### config.mk
export PLATFORM = sky130hd
export DESIGN_NAME = dmem_arbiter
export DESIGN_NICKNAME = d
export VERILOG_FILES = /design/src/rtl/dmem_arbiter.sv
export SDC_FILE = /design/constraint.sdc
export NUM_CORES = 1
export LEC_CHECK = 0
export ABC_AREA = 1
export CAP_MARGIN = 20
export CORE_AREA = 4 4 127 129
export CTS_CLUSTER_SIZE = 16
export DETAILED_ROUTE_END_ITERATION = 12
export DIE_AREA = 0 0 131 133
export HOLD_SLACK_MARGIN = 0.05
export SYNTH_ARGS = -nofsm -noshare
export SYNTH_HDL_FRONTEND = slang
export SYNTH_SLANG_ARGS = --single-unit
### constraint.sdc
create_clock -name clk -period 6.2 [get_ports clk]
set_input_delay 1.24 -clock clk [delete_from_list [all_inputs] [get_ports clk]]
set_output_delay 1.24 -clock clk [all_outputs]
set_load 0.005 [all_outputs]
### src/rtl/dmem_arbiter.sv
// rtl/dmem_arbiter.sv - two-port round-robin arbiter with bus lock in front of data_memory

module dmem_arbiter #(
    parameter int MEM_SIZE = 1024,
    parameter int LOCK_MAX = 16
) (
    input  logic        clk,
    input  logic        rst,

    input  logic        m0_req,
    input  logic        m0_we,
    input  logic [31:0] m0_addr,
    input  logic [31:0] m0_wdata,
    input  logic        m0_lock,
    output logic        m0_gnt,
    output logic        m0_rvalid,
    output logic [31:0] m0_rdata,
    output logic        m0_err,

    input  logic        m1_req,
    input  logic        m1_we,
    input  logic [31:0] m1_addr,
    input  logic [31:0] m1_wdata,
    input  logic        m1_lock,
    output logic        m1_gnt,
    output logic        m1_rvalid,
    output logic [31:0] m1_rdata,
    output logic        m1_err,

    output logic        mem_we,
    output logic [31:0] mem_waddr,
    output logic [31:0] mem_wdata,
    output logic [31:0] mem_raddr,
    input  logic [31:0] mem_rdata
);

    localparam int               CNT_W      = (LOCK_MAX > 1) ? $clog2(LOCK_MAX) : 1;
    localparam logic [CNT_W-1:0] LOCK_LAST  = CNT_W'(LOCK_MAX - 1);
    localparam logic [32:0]      ADDR_LIMIT = 33'(MEM_SIZE) * 33'd4;

    typedef enum logic [1:0] {
        ARB   = 2'd0,
        LOCK0 = 2'd1,
        LOCK1 = 2'd2
    } state_t;

    state_t           state, state_next;
    logic             prio, prio_next;          // 0: m0 wins a tie, 1: m1 wins a tie
    logic [CNT_W-1:0] lock_cnt, lock_cnt_next;

    // Response side: one outstanding read at most, tagged with its owner
    logic             rd_pend;
    logic             rd_id;
    logic             err0_q, err1_q;
    logic [31:0]      raddr_hold;

    logic             acc0, acc1, acc;
    logic             sel_id;
    logic             sel_we;
    logic             sel_lock;
    logic [31:0]      sel_addr;
    logic [31:0]      sel_wdata;
    logic             sel_err;
    logic             rd_issue;

    // Grant: round-robin in ARB, owner-only while locked, nothing during reset
    always_comb begin
        m0_gnt = 1'b0;
        m1_gnt = 1'b0;
        if (!rst) begin
            case (state)
                ARB: begin
                    if (m0_req && m1_req) begin
                        m0_gnt = ~prio;
                        m1_gnt = prio;
                    end else begin
                        m0_gnt = m0_req;
                        m1_gnt = m1_req;
                    end
                end
                LOCK0:   m0_gnt = m0_req;
                LOCK1:   m1_gnt = m1_req;
                default: ;
            endcase
        end
    end

    // Select the accepted transaction (grants are mutually exclusive) and check its address
    always_comb begin
        acc0      = m0_req & m0_gnt;
        acc1      = m1_req & m1_gnt;
        acc       = acc0 | acc1;
        sel_id    = acc1;
        sel_we    = acc1 ? m1_we    : m0_we;
        sel_lock  = acc1 ? m1_lock  : m0_lock;
        sel_addr  = acc1 ? m1_addr  : m0_addr;
        sel_wdata = acc1 ? m1_wdata : m0_wdata;
        sel_err   = (sel_addr[1:0] != 2'b00) || ({1'b0, sel_addr} >= ADDR_LIMIT);
        rd_issue  = acc & ~sel_we & ~sel_err;
    end

    // Memory port drive: erroring accesses never reach the memory
    always_comb begin
        mem_we    = acc & sel_we & ~sel_err;
        mem_waddr = sel_addr;
        mem_wdata = sel_wdata;
        mem_raddr = rd_issue ? sel_addr : raddr_hold;
    end

    // Next state, priority rotation and lock timeout
    always_comb begin
        state_next    = state;
        prio_next     = prio;
        lock_cnt_next = lock_cnt;
        if (acc) begin
            prio_next = ~sel_id;
        end
        case (state)
            ARB: begin
                if (acc && sel_lock) begin
                    state_next    = sel_id ? LOCK1 : LOCK0;
                    lock_cnt_next = '0;
                end
            end
            LOCK0, LOCK1: begin
                // The counter runs every locked cycle so an idle owner cannot starve the other port
                lock_cnt_next = lock_cnt + 1'b1;
                if (lock_cnt == LOCK_LAST) begin
                    state_next    = ARB;
                    prio_next     = (state == LOCK0);
                    lock_cnt_next = '0;
                end else if (acc && !sel_lock) begin
                    state_next    = ARB;
                    lock_cnt_next = '0;
                end
            end
            default: begin
                state_next    = ARB;
                lock_cnt_next = '0;
            end
        endcase
    end

    // State register and response pipeline
    always_ff @(posedge clk) begin
        if (rst) begin
            state      <= ARB;
            prio       <= 1'b0;
            lock_cnt   <= '0;
            rd_pend    <= 1'b0;
            rd_id      <= 1'b0;
            err0_q     <= 1'b0;
            err1_q     <= 1'b0;
            raddr_hold <= '0;
        end else begin
            state      <= state_next;
            prio       <= prio_next;
            lock_cnt   <= lock_cnt_next;
            rd_pend    <= rd_issue;
            rd_id      <= sel_id;
            err0_q     <= acc0 & sel_err;
            err1_q     <= acc1 & sel_err;
            raddr_hold <= mem_raddr;
        end
    end

    // Route the read data to its owner; a reset asserted mid-flight drops the response at once
    always_comb begin
        m0_rvalid = rd_pend & ~rd_id & ~rst;
        m1_rvalid = rd_pend &  rd_id & ~rst;
        m0_rdata  = m0_rvalid ? mem_rdata : 32'h0;
        m1_rdata  = m1_rvalid ? mem_rdata : 32'h0;
        m0_err    = err0_q & ~rst;
        m1_err    = err1_q & ~rst;
    end

endmodule

Yosys cells after proc, flatten, opt, wreduce, memory -nomap -nowiden
Cells that the tools add are included.

Word-level logic and storage cells: 70. Bits of input ports: 168. Flip-flop bits (word level): 43. Output and inout bits: 167.

Bitwise gates (word level): 21. Eq/ne operators: 5. $lt $le $gt $ge: 1. Add/subtract/negate cells: 1. Multiplexer cells: 25. Reductions and logical operators: 9.

Operators by type and width (count): $mux W32 (5); $ge A32 B13 Y1 const B (1); $and A1 B1 Y1 (14); $mux W4 (3); $mux W1 (9); $mux W2 (4); $pmux W4 S2 (1); $not A1 Y1 (6); $add A4 B1 Y4 const B (1); $eq A4 B4 Y1 const B (1); $pmux W1 S2 (2); $pmux W2 S2 (1); $logic_and A1 B1 Y1 (3); $ne A3 B3 Y1 const B (1); $eq A2 B1 Y1 const B (1); $eq A2 B2 Y1 const B (1); $logic_not A2 Y1 (1); $ne A2 B2 Y1 const B (1); $reduce_and A2 Y1 (1); $reduce_bool A2 Y1 (1); $reduce_or A2 Y1 (1); $logic_not A1 Y1 (1); $logic_or A1 B1 Y1 (1); $or A1 B1 Y1 (1).

Logic depth before layout (Yosys ltp)
Depth in word-level cells: 11. Gate-level depth with buffers: 16.

Worst setup path before layout
Ideal clock, no wire load.

Kind: input to output. Start: input m1_req. End: output mem_raddr[10]. Data arrival time: 2.524 ns. Path buffers: 2. Cell stages on the path: 13. Slack: 2.436 ns. Path through: inv_1 nor2_4 buf_4 nand3b_1 nand2_1 nand2_1 nor2_1 nand2_1 nor2_4 nand3_2 buf_2 nand2_1 nand2_1.

Word-level cells in the longest chain between the ends: 11. Elaborated cells between the ends (all ways): 20.

RTL lines: from (decl) (line 20) `input logic m1_req,`; $logic_and A1 B1 Y1 (line 73) `if (m0_req && m1_req) begin`; $mux W1 (line 73); $pmux W1 S2 (line 71) `case (state)`; $mux W1 (line 70) `if (!rst) begin`; $and A1 B1 Y1 (line 91) `acc1 = m1_req & m1_gnt;`; $mux W32 (line 96) `sel_addr = acc1 ? m1_addr : m0_addr;`; $ge A32 B13 Y1 / $reduce_bool A2 Y1 (equally long branches) (line 98) `sel_err = (sel_addr[1:0] != 2'b00) || ({1'b0, sel_addr} >= ADDR_LIMIT);`; $logic_or A1 B1 Y1 (line 98); $not A1 Y1 (line 99) `rd_issue = acc & ~sel_we & ~sel_err;`; $and A1 B1 Y1 (line 99); $mux W32 * (line 107) `mem_raddr = rd_issue ? sel_addr : raddr_hold;`; to (decl) (line 33) `output logic [31:0] mem_raddr,`.

Mark *: on every way between the ends. The rest lies on a longest branch, timed or not.

Worst setup path in the final report
Start: input m1_req. End: output mem_raddr[2].

Same word-level chain as after synthesis.

==> reports/summary.json <==
{
  "core_region_area_um2": 15000,
  "drt_pass1_iterations": 4,
  "startpoint_type": "primary input",
  "initial_util_pct": 21.8,
  "slowest_stage": "clkdlybuf4s50_1",
  "powerDensity_nw_per_um2": 164,
  "worst-r2r-cell-count": 14,
  "period_minus_slack_ps": 5530,
  "final.setup.worst_slack_ps": 666,
  "drt-wirelength-per-cell_um": 14.9,
  "gpl.final_weighted_congestion": 0.865,
  "critPathKind": "primary input to output pin",
  "placed_area_um2": 6720,
  "critical_path_arrival_ps": 4290,
  "grt_pass1_vias": 4095,
  "totalWireLength_mm": 16.4,
  "synthDistinctLibCells": 28,
  "fin_hold_ws_ps": 446,
  "antenna_cells": 0,
  "postLayoutCellArea_um2": 6900,
  "synth_cells": 595,
  "post_cts_hold_buffer_count": 0,
  "synth.avg_cell_area_um2": 5.50,
  "final_layout_size_suffix_gt1_share_pct": 2.85,
  "sequential_share_of_the_synthesized_area_pct": 26.3,
  "setup_viols_final": 0,
  "worst_path_buf_inv": 3,
  "ys_ff_latch": 43,
  "chipWidth_um": 131,
  "synth_warnings": 0,
  "crit_path_cell_trace": "clkdlybuf4s50_1 > inv_1 > nor2_4 > nand2_4 > o21ai_2 > nand2_1 > nor2_1 > nand2_1 > nor2_4 > nand3_4 > nand2_1 > nand2_1 > clkdlybuf4s50_1",
  "detailedPlacementHpwl_mm": 13.7,
  "place.detailed.instances": 1093,
  "max_freq_ghz": 0.181,
  "clock-sinks": 43,
  "area.growth.synth_to_final_pct": 111,
  "drtAntennaViolNets": 0,
  "hold-path-cell-count": 2,
  "type_of_destination_of_the_critical_path": "output pin",
  "nets": 1084,
  "leading_cell_types_in_the_layout_fill_and_taps_excluded": "333 x clkdlybuf4s50_1, 214 x nand2_1, 122 x inv_1",
  "grt_max_degree": 40,
  "design.die.area_um2": 17400,
  "cts_tree": "built",
  "worst_path_largest_cell_delay_ps": 460,
  "layout_worst_path_cycle_share_pct": 89.3,
  "first_pass_grt_wire_length_mm": 23.7,
  "skew_final_ps": 2.83,
  "final_common_cell": "clkdlybuf4s50_1",
  "core.rowCount": 45,
  "final-hold-violation-count": 0,
  "tns_ps": 0,
  "vias_cell": 4.00,
  "report.final.slew_viol_count": 0,
  "post-cts-setup-buffer-count": 0,
  "power_leakage_nw": 3.47,
  "route.detailed.drc": 0,
  "p_total_mw": 1.13,
  "dp_worst_setup_slack_ps": 320,
  "finish.utilization_pct": 45.9,
  "clkSlewWorstSetupHoldPaths_ps": 60,
  "cp_num_cells": 13,
  "max_cap_violations": 0,
  "global_route.overflow_total": 0,
  "ios": 335,
  "clockRootBuffer": "clkbuf_16",
  "cpLargestDelayFamily": "simple AND/OR/NAND/NOR gates",
  "grt_setup_unrepaired": "no",
  "clockBufferDepth": 2,
  "timing.critical_path.fanout_max": 32,
  "port_buffers": 334,
  "ir_worst_vdd_v": 0.000101,
  "run_status": "completed",
  "htreeDepth": 2,
  "cp.required_ps": 4960,
  "worst-slew-pin-transition_ps": 937,
  "syn-cell-area_um2": 3270,
  "grt_util_all_layers_pct": 17.4,
  "tritoncts.num_buffers": 5,
  "finish.cell_count_without_fillers": 1101,
  "fp.dieH_um": 133,
  "routed-via-count": 4406,
  "insertion_delay_ps": 280,
  "post_synth_net_total": 767,
  "grt_antenna_before_repair": 2,
  "timing.critical_path.mode_cell": "nand2_1",
  "max-slew-margin-rel_pct": 37.5,
  "min-delay-path-class": "flip-flop to flip-flop",
  "initial_drt_markers": 209
}
-- cell usage after synthesis --
master,n,area (um2)
dfxtp_1,43,861
o21ai_2,1,8.76
nand4_1,11,68.8
clkbuf_1,16,60.1
buf_6,4,45.0
nand2_1,214,803
nor2_2,1,6.26
o21ai_1,2,10.0
inv_1,122,458
nand3_2,1,10.0
nor2_4,2,22.5
nand2_4,2,22.5
nand2_2,1,6.26
ha_1,4,50.1
or2_2,1,6.26
a21oi_1,17,85.1
mux2i_1,10,100
xor2_1,1,8.76
nand3b_1,14,105
nor2_1,98,368
inv_2,2,7.51
and3_1,1,6.26
o211ai_1,1,7.51
nor3_1,4,20.0
buf_2,4,20.0
nand3_1,8,40.0
buf_4,6,45.0
o21ai_0,4,20.0
-- layout make-up --
| cell class | count | area (um2) |
|---|---|---|
| repair buffers | 340 | 3380 |
| inverters | 124 | 465 |
| clock inverters | 3 | 46.3 |
| fillers | 1565 | 8130 |
| clock buffers | 5 | 125 |
| flip-flops and latches | 43 | 861 |
| well taps | 188 | 235 |
| multi-input cells | 398 | 1780 |
-- worst register-to-register path, stage by stage, from the launching register on --
cell     delay (ps)
dfxtp_1         370
inv_1            80
ha_1            270
nand2_2         110
nand2_4         130
nand2_4         310
nand2_1         110
nand2_1         100
nand2_1          60
nor2_1          100
nand2_1         100
nor2_4          350
nand3_4         410
nand2_1         210
a21oi_1          80
-- what timing repair did --
item	in CTS	in global routing
resized for setup	0	1
hold endpoints to repair	0	0
setup endpoints to repair	0	30
-- sequential cells by signal (all words and copies together) (netlist names) --
signal and count:
prio 1, state 2, err0_q 1, err1_q 1
lock_cnt 4, rd_id 1, rd_pend 1, raddr_hold 32
-- worst paths after layout --
check	startpoint	to	slack [ps]
worst max register to register	state[0]$_SDFFE_PP0P_	raddr_hold[8]$_SDFF_PP0_	3300
worst min-delay path	raddr_hold[28]$_SDFF_PP0_	raddr_hold[28]$_SDFF_PP0_	450
worst min register to register	raddr_hold[28]$_SDFF_PP0_	raddr_hold[28]$_SDFF_PP0_	450
worst max-delay path	m1_req	mem_raddr[2]	670
-- power breakdown --
part	total [mW]	switching, mW	leakage [nW]	internal, mW
registers	0.302	0.0108	0.348	0.292
clock network	0.303	0.112	0.0804	0.191
logic	0.528	0.247	3.04	0.281
-- layer usage --
| layer | up-vias | global-route usage, % | wire length, um |
|---|---|---|---|
| met5 | - | 0 | 26 |
| met2 | 149 | 32.5 | 8450 |
| met4 | 4 | 3.77 | 259 |
| li1 | 2373 | - | - |
| met1 | 1860 | 20.3 | 6530 |
| met3 | 20 | 3.31 | 1110 |
-- cell families after synthesis --
group | Yosys count | share of synthesized area (%)
flops | 43 | 26.3
compound gates | 25 | 4.02
xor+xnor | 1 | 0.268
fa+ha+maj | 4 | 1.53
simple gates | 358 | 45.4
mux | 10 | 3.06
buf+inv | 154 | 19.4
No activity file was read; power rests on OpenSTA's default activity.
